<file path="src/rtl/clk_freq_monitor.sv">
// Measures the period of an asynchronous monitored clock in clk cycles,
// declares lock after a run of in-window periods, and flags frequency errors and clock loss.
module clk_freq_monitor #(
  parameter int EXPECTED_PERIOD = 4,
  parameter int TOLERANCE       = 0,
  parameter int LOCK_COUNT      = 4,
  parameter int TIMEOUT         = 16,
  parameter int CNT_W           = 16
) (
  input  logic             clk,
  input  logic             rst,
  input  logic             mon_clk,
  output logic [CNT_W-1:0] period,
  output logic             period_valid,
  output logic             locked,
  output logic             freq_err,
  output logic             clk_lost
);

  localparam int GW    = $clog2(LOCK_COUNT + 1);
  localparam int LO_I  = (EXPECTED_PERIOD > TOLERANCE) ? (EXPECTED_PERIOD - TOLERANCE) : 0;
  localparam int HI_I  = EXPECTED_PERIOD + TOLERANCE;
  localparam logic [CNT_W:0]   WIN_LO = (CNT_W+1)'(LO_I);
  localparam logic [CNT_W:0]   WIN_HI = (CNT_W+1)'(HI_I);
  localparam logic [CNT_W-1:0] TMO    = CNT_W'(TIMEOUT);
  localparam logic [GW-1:0]    LC_G   = GW'(LOCK_COUNT);

  typedef enum logic [1:0] {
    IDLE    = 2'd0,
    MEASURE = 2'd1,
    LOCKED  = 2'd2
  } state_t;

  logic             r_s1, r_s2, r_s3;
  logic [CNT_W-1:0] r_cnt;
  state_t           r_state;
  logic [GW-1:0]    r_good;
  logic [CNT_W-1:0] r_period;
  logic             r_pv, r_ferr, r_lost, r_locked;

  logic             w_rise, w_in_win, w_timeout, w_cnt_max;
  logic [CNT_W:0]   w_cnt_ext;
  logic [GW-1:0]    w_good_inc;
  state_t           w_state_nxt;
  logic [GW-1:0]    w_good_nxt;
  logic [CNT_W-1:0] w_period_nxt;
  logic             w_pv_nxt, w_ferr_nxt, w_lost_nxt, w_locked_nxt;

  assign w_rise     = r_s2 & ~r_s3;
  assign w_cnt_ext  = {1'b0, r_cnt};
  assign w_in_win   = (w_cnt_ext >= WIN_LO) && (w_cnt_ext <= WIN_HI);
  assign w_timeout  = (r_cnt == TMO) && !w_rise;
  assign w_cnt_max  = &r_cnt;
  assign w_good_inc = r_good + 1'b1;

  // Edge synchroniser and saturating period counter
  always_ff @(posedge clk or posedge rst) begin
    if (rst) begin
      r_s1  <= 1'b0;
      r_s2  <= 1'b0;
      r_s3  <= 1'b0;
      r_cnt <= '0;
    end else begin
      r_s1 <= mon_clk;
      r_s2 <= r_s1;
      r_s3 <= r_s2;
      if (w_rise) begin
        r_cnt <= CNT_W'(1);
      end else if (!w_cnt_max) begin
        r_cnt <= r_cnt + 1'b1;
      end else begin
        r_cnt <= r_cnt;
      end
    end
  end

  // State register and registered outputs
  always_ff @(posedge clk or posedge rst) begin
    if (rst) begin
      r_state  <= IDLE;
      r_good   <= '0;
      r_period <= '0;
      r_pv     <= 1'b0;
      r_ferr   <= 1'b0;
      r_lost   <= 1'b0;
      r_locked <= 1'b0;
    end else begin
      r_state  <= w_state_nxt;
      r_good   <= w_good_nxt;
      r_period <= w_period_nxt;
      r_pv     <= w_pv_nxt;
      r_ferr   <= w_ferr_nxt;
      r_lost   <= w_lost_nxt;
      r_locked <= w_locked_nxt;
    end
  end

  // Next-state logic; a rise coinciding with the timeout count is measured, not treated as loss
  always_comb begin
    w_state_nxt = r_state;
    case (r_state)
      IDLE: begin
        if (w_rise) begin
          w_state_nxt = MEASURE;
        end else begin
          w_state_nxt = IDLE;
        end
      end
      MEASURE: begin
        if (w_rise) begin
          if (w_in_win && (w_good_inc == LC_G)) begin
            w_state_nxt = LOCKED;
          end else begin
            w_state_nxt = MEASURE;
          end
        end else if (w_timeout) begin
          w_state_nxt = IDLE;
        end else begin
          w_state_nxt = MEASURE;
        end
      end
      LOCKED: begin
        if (w_rise) begin
          if (w_in_win) begin
            w_state_nxt = LOCKED;
          end else begin
            w_state_nxt = MEASURE;
          end
        end else if (w_timeout) begin
          w_state_nxt = IDLE;
        end else begin
          w_state_nxt = LOCKED;
        end
      end
      default: w_state_nxt = IDLE;
    endcase
  end

  // Next values of the registered outputs and the good-period run length
  always_comb begin
    w_good_nxt   = r_good;
    w_period_nxt = r_period;
    w_pv_nxt     = 1'b0;
    w_ferr_nxt   = 1'b0;
    w_lost_nxt   = r_lost;
    case (r_state)
      IDLE: begin
        if (w_rise) begin
          w_good_nxt = '0;
          w_lost_nxt = 1'b0;
        end else begin
          w_good_nxt = r_good;
        end
      end
      MEASURE, LOCKED: begin
        if (w_rise) begin
          w_period_nxt = r_cnt;
          w_pv_nxt     = 1'b1;
          if (!w_in_win) begin
            w_good_nxt = '0;
            w_ferr_nxt = (r_state == LOCKED);
          end else if (r_state == MEASURE) begin
            w_good_nxt = w_good_inc;
          end else begin
            w_good_nxt = r_good;
          end
        end else if (w_timeout) begin
          w_lost_nxt = 1'b1;
        end else begin
          w_lost_nxt = r_lost;
        end
      end
      default: w_good_nxt = '0;
    endcase
    w_locked_nxt = (w_state_nxt == LOCKED);
  end

  assign period       = r_period;
  assign period_valid = r_pv;
  assign freq_err     = r_ferr;
  assign clk_lost     = r_lost;
  assign locked       = r_locked;

endmodule
</file>
<file path="config.mk">
export PLATFORM = sky130hd
export DESIGN_NAME = clk_freq_monitor
export DESIGN_NICKNAME = d
export VERILOG_FILES = /design/src/rtl/clk_freq_monitor.sv
export SDC_FILE = /design/constraint.sdc
export NUM_CORES = 1
export LEC_CHECK = 0
export CAP_MARGIN = 15
export CORE_ASPECT_RATIO = 1.75
export CORE_UTILIZATION = 29
export DETAILED_ROUTE_END_ITERATION = 10
export SLEW_MARGIN = 5
export SYNTH_ARGS = -nofsm -noshare
export SYNTH_HDL_FRONTEND = slang
export SYNTH_SLANG_ARGS = --single-unit
</file>
<file path="constraint.sdc">
create_clock -name clk -period 2.35 [get_ports clk]
set_input_delay 0.235 -clock clk [delete_from_list [all_inputs] [get_ports clk]]
set_output_delay 0.235 -clock clk [all_outputs]
set_load 0.02 [all_outputs]
</file>
[After elaboration in Yosys (flattened, before gate mapping)]
Index checks and enable logic that the tools add are counted.
Storage, ports and cells
  bits in registers: 44
  word-level logic and storage cells: 63
  output and inout bits: 20
Operators by class
  reduce and logical (&&, ||, !) cells: 11
  mux-type cells: 24
  $add $sub $neg: 2
  equality and inequality tests: 11
  order comparisons: 2
  bitwise gates (word level): 2
Operators with widths (count)
  16-bit 2-to-1 mux: 2
  16-bit by 1-bit adder with 16-bit output (second input constant): 1
  16-bit by 5-bit equality test with 1-bit output (second input constant): 1
  16-bit by 3-bit >= comparator with 1-bit output (second input constant): 1
  16-bit by 3-bit less-or-equal comparator with 1-bit output (second input constant): 1
  16-bit AND reduction: 1
  3-bit 2-to-1 mux: 4
  1-bit 2-to-1 mux: 10
  2-bit 2-to-1 mux: 5
  2-bit != test (second input constant): 5
  2-bit case mux with 3 select lines: 1
  3-bit case mux with 2 select lines: 1
  2-bit equality test (second input constant): 2
  4-bit AND reduction: 1
  3-bit by 1-bit adder with 3-bit output (second input constant): 1
  3-bit equality test (second input constant): 1
  1-bit logical AND: 3
  3-bit != test (second input constant): 1
  3-bit AND reduction: 1
  2-bit by 1-bit equality test with 1-bit output (second input constant): 1
  2-bit logical NOT: 1
  1-bit case mux with 2 select lines: 1
  2-bit AND reduction: 1
  2-bit nonzero test: 1
  4 further kinds: 4

[Longest topological paths before layout]
Gate-level depths: netlist of run 1.
  depth in word-level cells: 8
  gate-level depth with buffers: 7

[Worst setup path after synthesis of run 1]
No wires, ideal clock.
  path type: register -> register
  start: register r_cnt[0]
  end: register r_locked, in the netlist locked
  cell stages (with the launch flop): 8
  data arrival time: 2.063 ns
  required time: 2.283 ns
  slack: 0.221 ns
  path buffers: 1
  clock period less this slack: 2.129 ns
  library setup time: 0.067 ns
  path through: dfrtp_1 > inv_1 > ha_1 > or4b_1 > or4_1 > buf_6 > o21ai_2 > o2111a_1
On the way
  word-level cells in the longest chain between the ends: 7
  elaborated cells on any way between the ends: 14
  classes of those cells: order compare (2); eq/ne (2); mux (7); reduce/logical (3)
RTL lines
  start, declared: RTL line 35  | logic [CNT_W-1:0] r_cnt;
  start signal, assigned: RTL line 70  | r_cnt <= r_cnt + 1'b1;
  start signal, assigned: RTL line 72  | r_cnt <= r_cnt;
  16-bit by 3-bit >= comparator with 1-bit output / 16-bit by 3-bit less-or-equal comparator with 1-bit output (equally long branches): RTL line 51  | assign w_in_win = (w_cnt_ext >= WIN_LO) && (w_cnt_ext <= WIN_HI);
  1-bit logical AND: RTL line 51
  1-bit logical AND: RTL line 111  | if (w_in_win && (w_good_inc == LC_G)) begin
  2-bit 2-to-1 mux: RTL line 111
  2-bit 2-to-1 mux: RTL line 110  | if (w_rise) begin
  2-bit case mux with 3 select lines (*): RTL line 101  | case (r_state)
  2-bit equality test (*): RTL line 175  | w_locked_nxt = (w_state_nxt == LOCKED);
  net w_locked_nxt: RTL line 47  | logic w_pv_nxt, w_ferr_nxt, w_lost_nxt, w_locked_nxt;
  end signal, assigned: RTL line 94  | r_locked <= w_locked_nxt;
  end, declared: RTL line 39  | logic r_pv, r_ferr, r_lost, r_locked;
Mark *: on every way through the listed nets, which the timed path passes. The rest lies on a longest branch.
A chain may end at the register's enable or synchronous reset.

[Final worst setup path of run 1]
Ends and elaborated chain as after synthesis.

==> results.md, run 1 <==
* Core footprint at 7180 sq um
* Vias in the first global route at ~1600
* Placed instance area at 2560 sq um
* Total die area at 7810 sq um
* Final-report setup violation count at 0
* Boundary Pins at 23
* Setup repair after global routing missed its margin: no
* Worst stage delay on the critical path at 0.62 ns
* Netlist area before placement at approximately 2200 sq um
* Warnings, synthesis at 0
* Sw Ratio at 29.2%
* FF+latch area at 1100 sq um
* Area taken by multi-input logic gates at 987 sq um
* Net load switching power at 0.608 mW
* Flip-flop cell with the highest count after synthesis: sky130_fd_sc_hd__dfrtp_1
* Final global-route overflow total at 0
* Fraction of final layout cells sized beyond drive strength 1 at 18.2%
* Outcome: finished, final reports clean
* Worst-path fanout max at 8
* X dimension of the die at 67.2 um
* Global-route wire length before repair at approximately 8000 um
* Clock Path Buffers at 2
* Most frequent cell after synthesis: sky130_fd_sc_hd__dfrtp_1
* Share of the cycle needed by the critical path after routing at between 90% and 100%
* Number of enable-type register cells in the synthesized netlist at 0
* Post-synth ARST share at 100%
* Part of the total power dissipated in combinational logic at 24.4%
* Setup total negative slack at 0 ns
* Leading post-synthesis cells by instance count: sky130_fd_sc_hd__dfrtp_1 (44), sky130_fd_sc_hd__mux2_2 (17), sky130_fd_sc_hd__nand2_1 (13), sky130_fd_sc_hd__a21oi_1 (10), sky130_fd_sc_hd__o21ai_0 (10)
* Number of nets produced by synthesis at between 200 and 250
* Worst-skew pair later-pin latency at 0.29 ns
* Number of antenna violations at the first check in global routing at 0
* Clock net sink count at 44
* Startpoint type of the worst setup path: flip-flop
* Rel. slew slack at approximately half
* Effective utilization at floorplan at between 30% and 40%
* Cells along the critical path: inv_1 -> ha_1 -> or4b_1 -> or4_4 -> o21ai_0 -> o2111a_1
* Capturing element type of the critical path: flip-flop
* Worst Skew at around 0.0042 ns
* Distinct cell type count after synthesis at 42
* Pre-Repair DR Iteration Count at 4
* Iter 0 DRT Violations at 41
* Final count of hold timing violations at 0
* Total track usage at 14.0%
* Hold crit path type: in2async
* DR vias at 1656
* Top area cells in the synthesized netlist: sky130_fd_sc_hd__dfrtp_1 (51%), sky130_fd_sc_hd__mux2_2 (8.9%), sky130_fd_sc_hd__ha_1 (4.6%)
* Final Instance Area at around 2700 sq um
* CTS HTree Levels at 2
* Average cell area after synthesis at about 11 sq um
* Maximum number of pins on one net before global-route repair at 26
* Routed via count divided by cell count at 5.22
* Power share of the sequential group at 44.2%
* Kind of cell adding the most delay to the critical path: simple AND/OR/NAND/NOR gates
* Power share of the clock group at between 30% and 40%
* Worst-margin pin slew at 0.739 ns
* Clock buffer count from CTS at 5
* Port Buffer Count at 22
* Drt wl/cell at between 10 and 15 um
* Antenna fix cells at 0
* Arr. time, crit path at 2.42 ns
* Site row count at 41
* # nets final at around 240
* Post-CTS Hold Fix Bufs at 0
* Antenna-violating nets left at 0
* Count of cells resized by post-cts repair at 0
* Worst path slowest cell: sky130_fd_sc_hd__or4_4
* Share of synthesized area occupied by flip-flops and latches at 51.0%
* Die height at 116 um
* Fmax at 455 MHz
* Startpoint-to-endpoint class of the critical path: reg2reg
* Buffer type at the clock tree root: sky130_fd_sc_hd__clkbuf_16
* Area grow syn2layout at 25.2%
* Drc violations at 0
* Power density relative to cell area at approximately 770 nW/um^2
* Leakage at 1.23 nW
* Wire length on met2 at 2460 um
* Data required time at the worst endpoint at 2.57 ns
* Highest metal layer with signal wires: met4
* Final total power at 2.08 mW
* #FFs+latches synth at 44
* CP Buf/Inv Count at 1
* Number of filler cells placed in the layout at approximately 740
* Synth Instances at just under 200
* Count of final max-slew check failures at 0
* Internal power of the cells at 1.48 mW
* DRT met1 WL at 1970 um
* Post-detailed-placement half-perimeter wirelength at ~3400 um
* Global placer's final weighted congestion at just over 0.8
* Number of max-cap violations at 0
* Largest area contributor in the netlist: sky130_fd_sc_hd__dfrtp_1
* TritonCTS clock tree: built
* DRT Wirelength at 4680 um
* Area share of the largest cell type after synthesis at 51.0%
* Crit path time final at 2.20 ns
* Clock slew at the register clock pins of the worst setup and hold paths at 0.06 ns
* Number of setup buffers added after CTS at 0
* Met3 wirelength from detailed routing at 107 um
* IR Drop Worst-Case VDD at 0.000419 V
metrics by stage:
stage / worst slack, ns / std cells / utilization, % / hold slack (ns)
after floorplan: 0.221 / 197 / - / 0.266
after global placement: 0.155 / 310 / 35.7 / 0.333
after detailed placement: 0.0565 / 310 / 35.7 / 0.338
after CTS: 0.0451 / 317 / 37.6 / 0.315
after global routing: 0.0604 / 317 / 37.6 / 0.357
final: 0.154 / 317 / 37.6 / 0.288
layout by cell type, fill, tap and decap left out, drive strengths merged, types with 3 or more instances in the layout:
cell / netlist / layout
clkdlybuf4s50: 0 / 22
nand2: 13 / 13
a31oi: 6 / 6
nor3: 3 / 3
o41ai: 4 / 4
ha: 8 / 8
mux2: 17 / 17
a21oi: 10 / 10
or4b: 3 / 3
inv: 8 / 7
or3: 4 / 4
o21ai: 12 / 12
buf: 5 / 13
nand2b: 3 / 3
and3: 8 / 8
nor2: 9 / 9
nand3: 8 / 8
dfrtp: 44 / 44
clkbuf: 3 / 6
or4: 6 / 6
kinds of logic (layout without fill, tap and decap cells):
kind of cell / after synthesis / after routing / share of synthesized area (%)
DFF: 44 / 44 / 51.0
and+or+nand+nor: 63 / 63 / 16.2
buffers and inverters: 16 / 50 / 3.42
adders and majority gates: 8 / 8 / 4.64
muxes: 19 / 19 / 9.80
AOI/OAI and AO/OA: 47 / 47 / 14.9
state kept, by name (all words and copies together), names as in the netlist, 2 cells and up:
name     cells
r_cnt       16
r_good       3
r_state      2
period      16
worst paths after layout:
path | cells after the start | end | from | slack, ns
max in group asynchronous | 3 | period[10] | rst | 1.53
min reg2reg | 0 | r_s2 | r_s1 | 0.35
max reg2reg | 6 | locked | r_cnt[0] | 0.15
min | 2 | period_valid | rst | 0.29
max | 6 | locked | r_cnt[0] | 0.15
min in group clk | 0 | r_s2 | r_s1 | 0.35
layout make-up:
cell class                 count  area share, %
tap                           86           3.98
sequential                    44           40.7
multi-input combinational    137           36.5
inverter                       8           1.11
timing repair buffer          35           12.7
clock buffer                   6           4.77
clock inverter                 1          0.185
power by group through the flow:
| stage | clock [mW] | combinational [mW] | sequential, mW |
|---|---|---|---|
| 6_report | 0.656 | 0.508 | 0.921 |
| 5_1_grt | 0.710 | 0.563 | 0.936 |
| 4_1_cts | 0.678 | 0.513 | 0.922 |
| 3_5_place_dp | 0 | 0.512 | 0.932 |
| 3_3_place_gp | 0 | 0.501 | 0.933 |
| 2_1_floorplan | 0 | 0.237 | 0.982 |
per-layer routing:
layer / up-vias / GRT usage (%)
met5: - / 0
met4: 0 / 8.94
met3: 10 / 2.73
met2: 30 / 23.2
met1: 809 / 16.1
li1: 807 / -
Power figures use the tool's default switching activity.
==> inputs of run 2 (changes only) <==
CORE_MARGIN = 1   (was default)
==> results of run 2 <==
No change in the layout: final DEF, timing and power equal those of run 1.
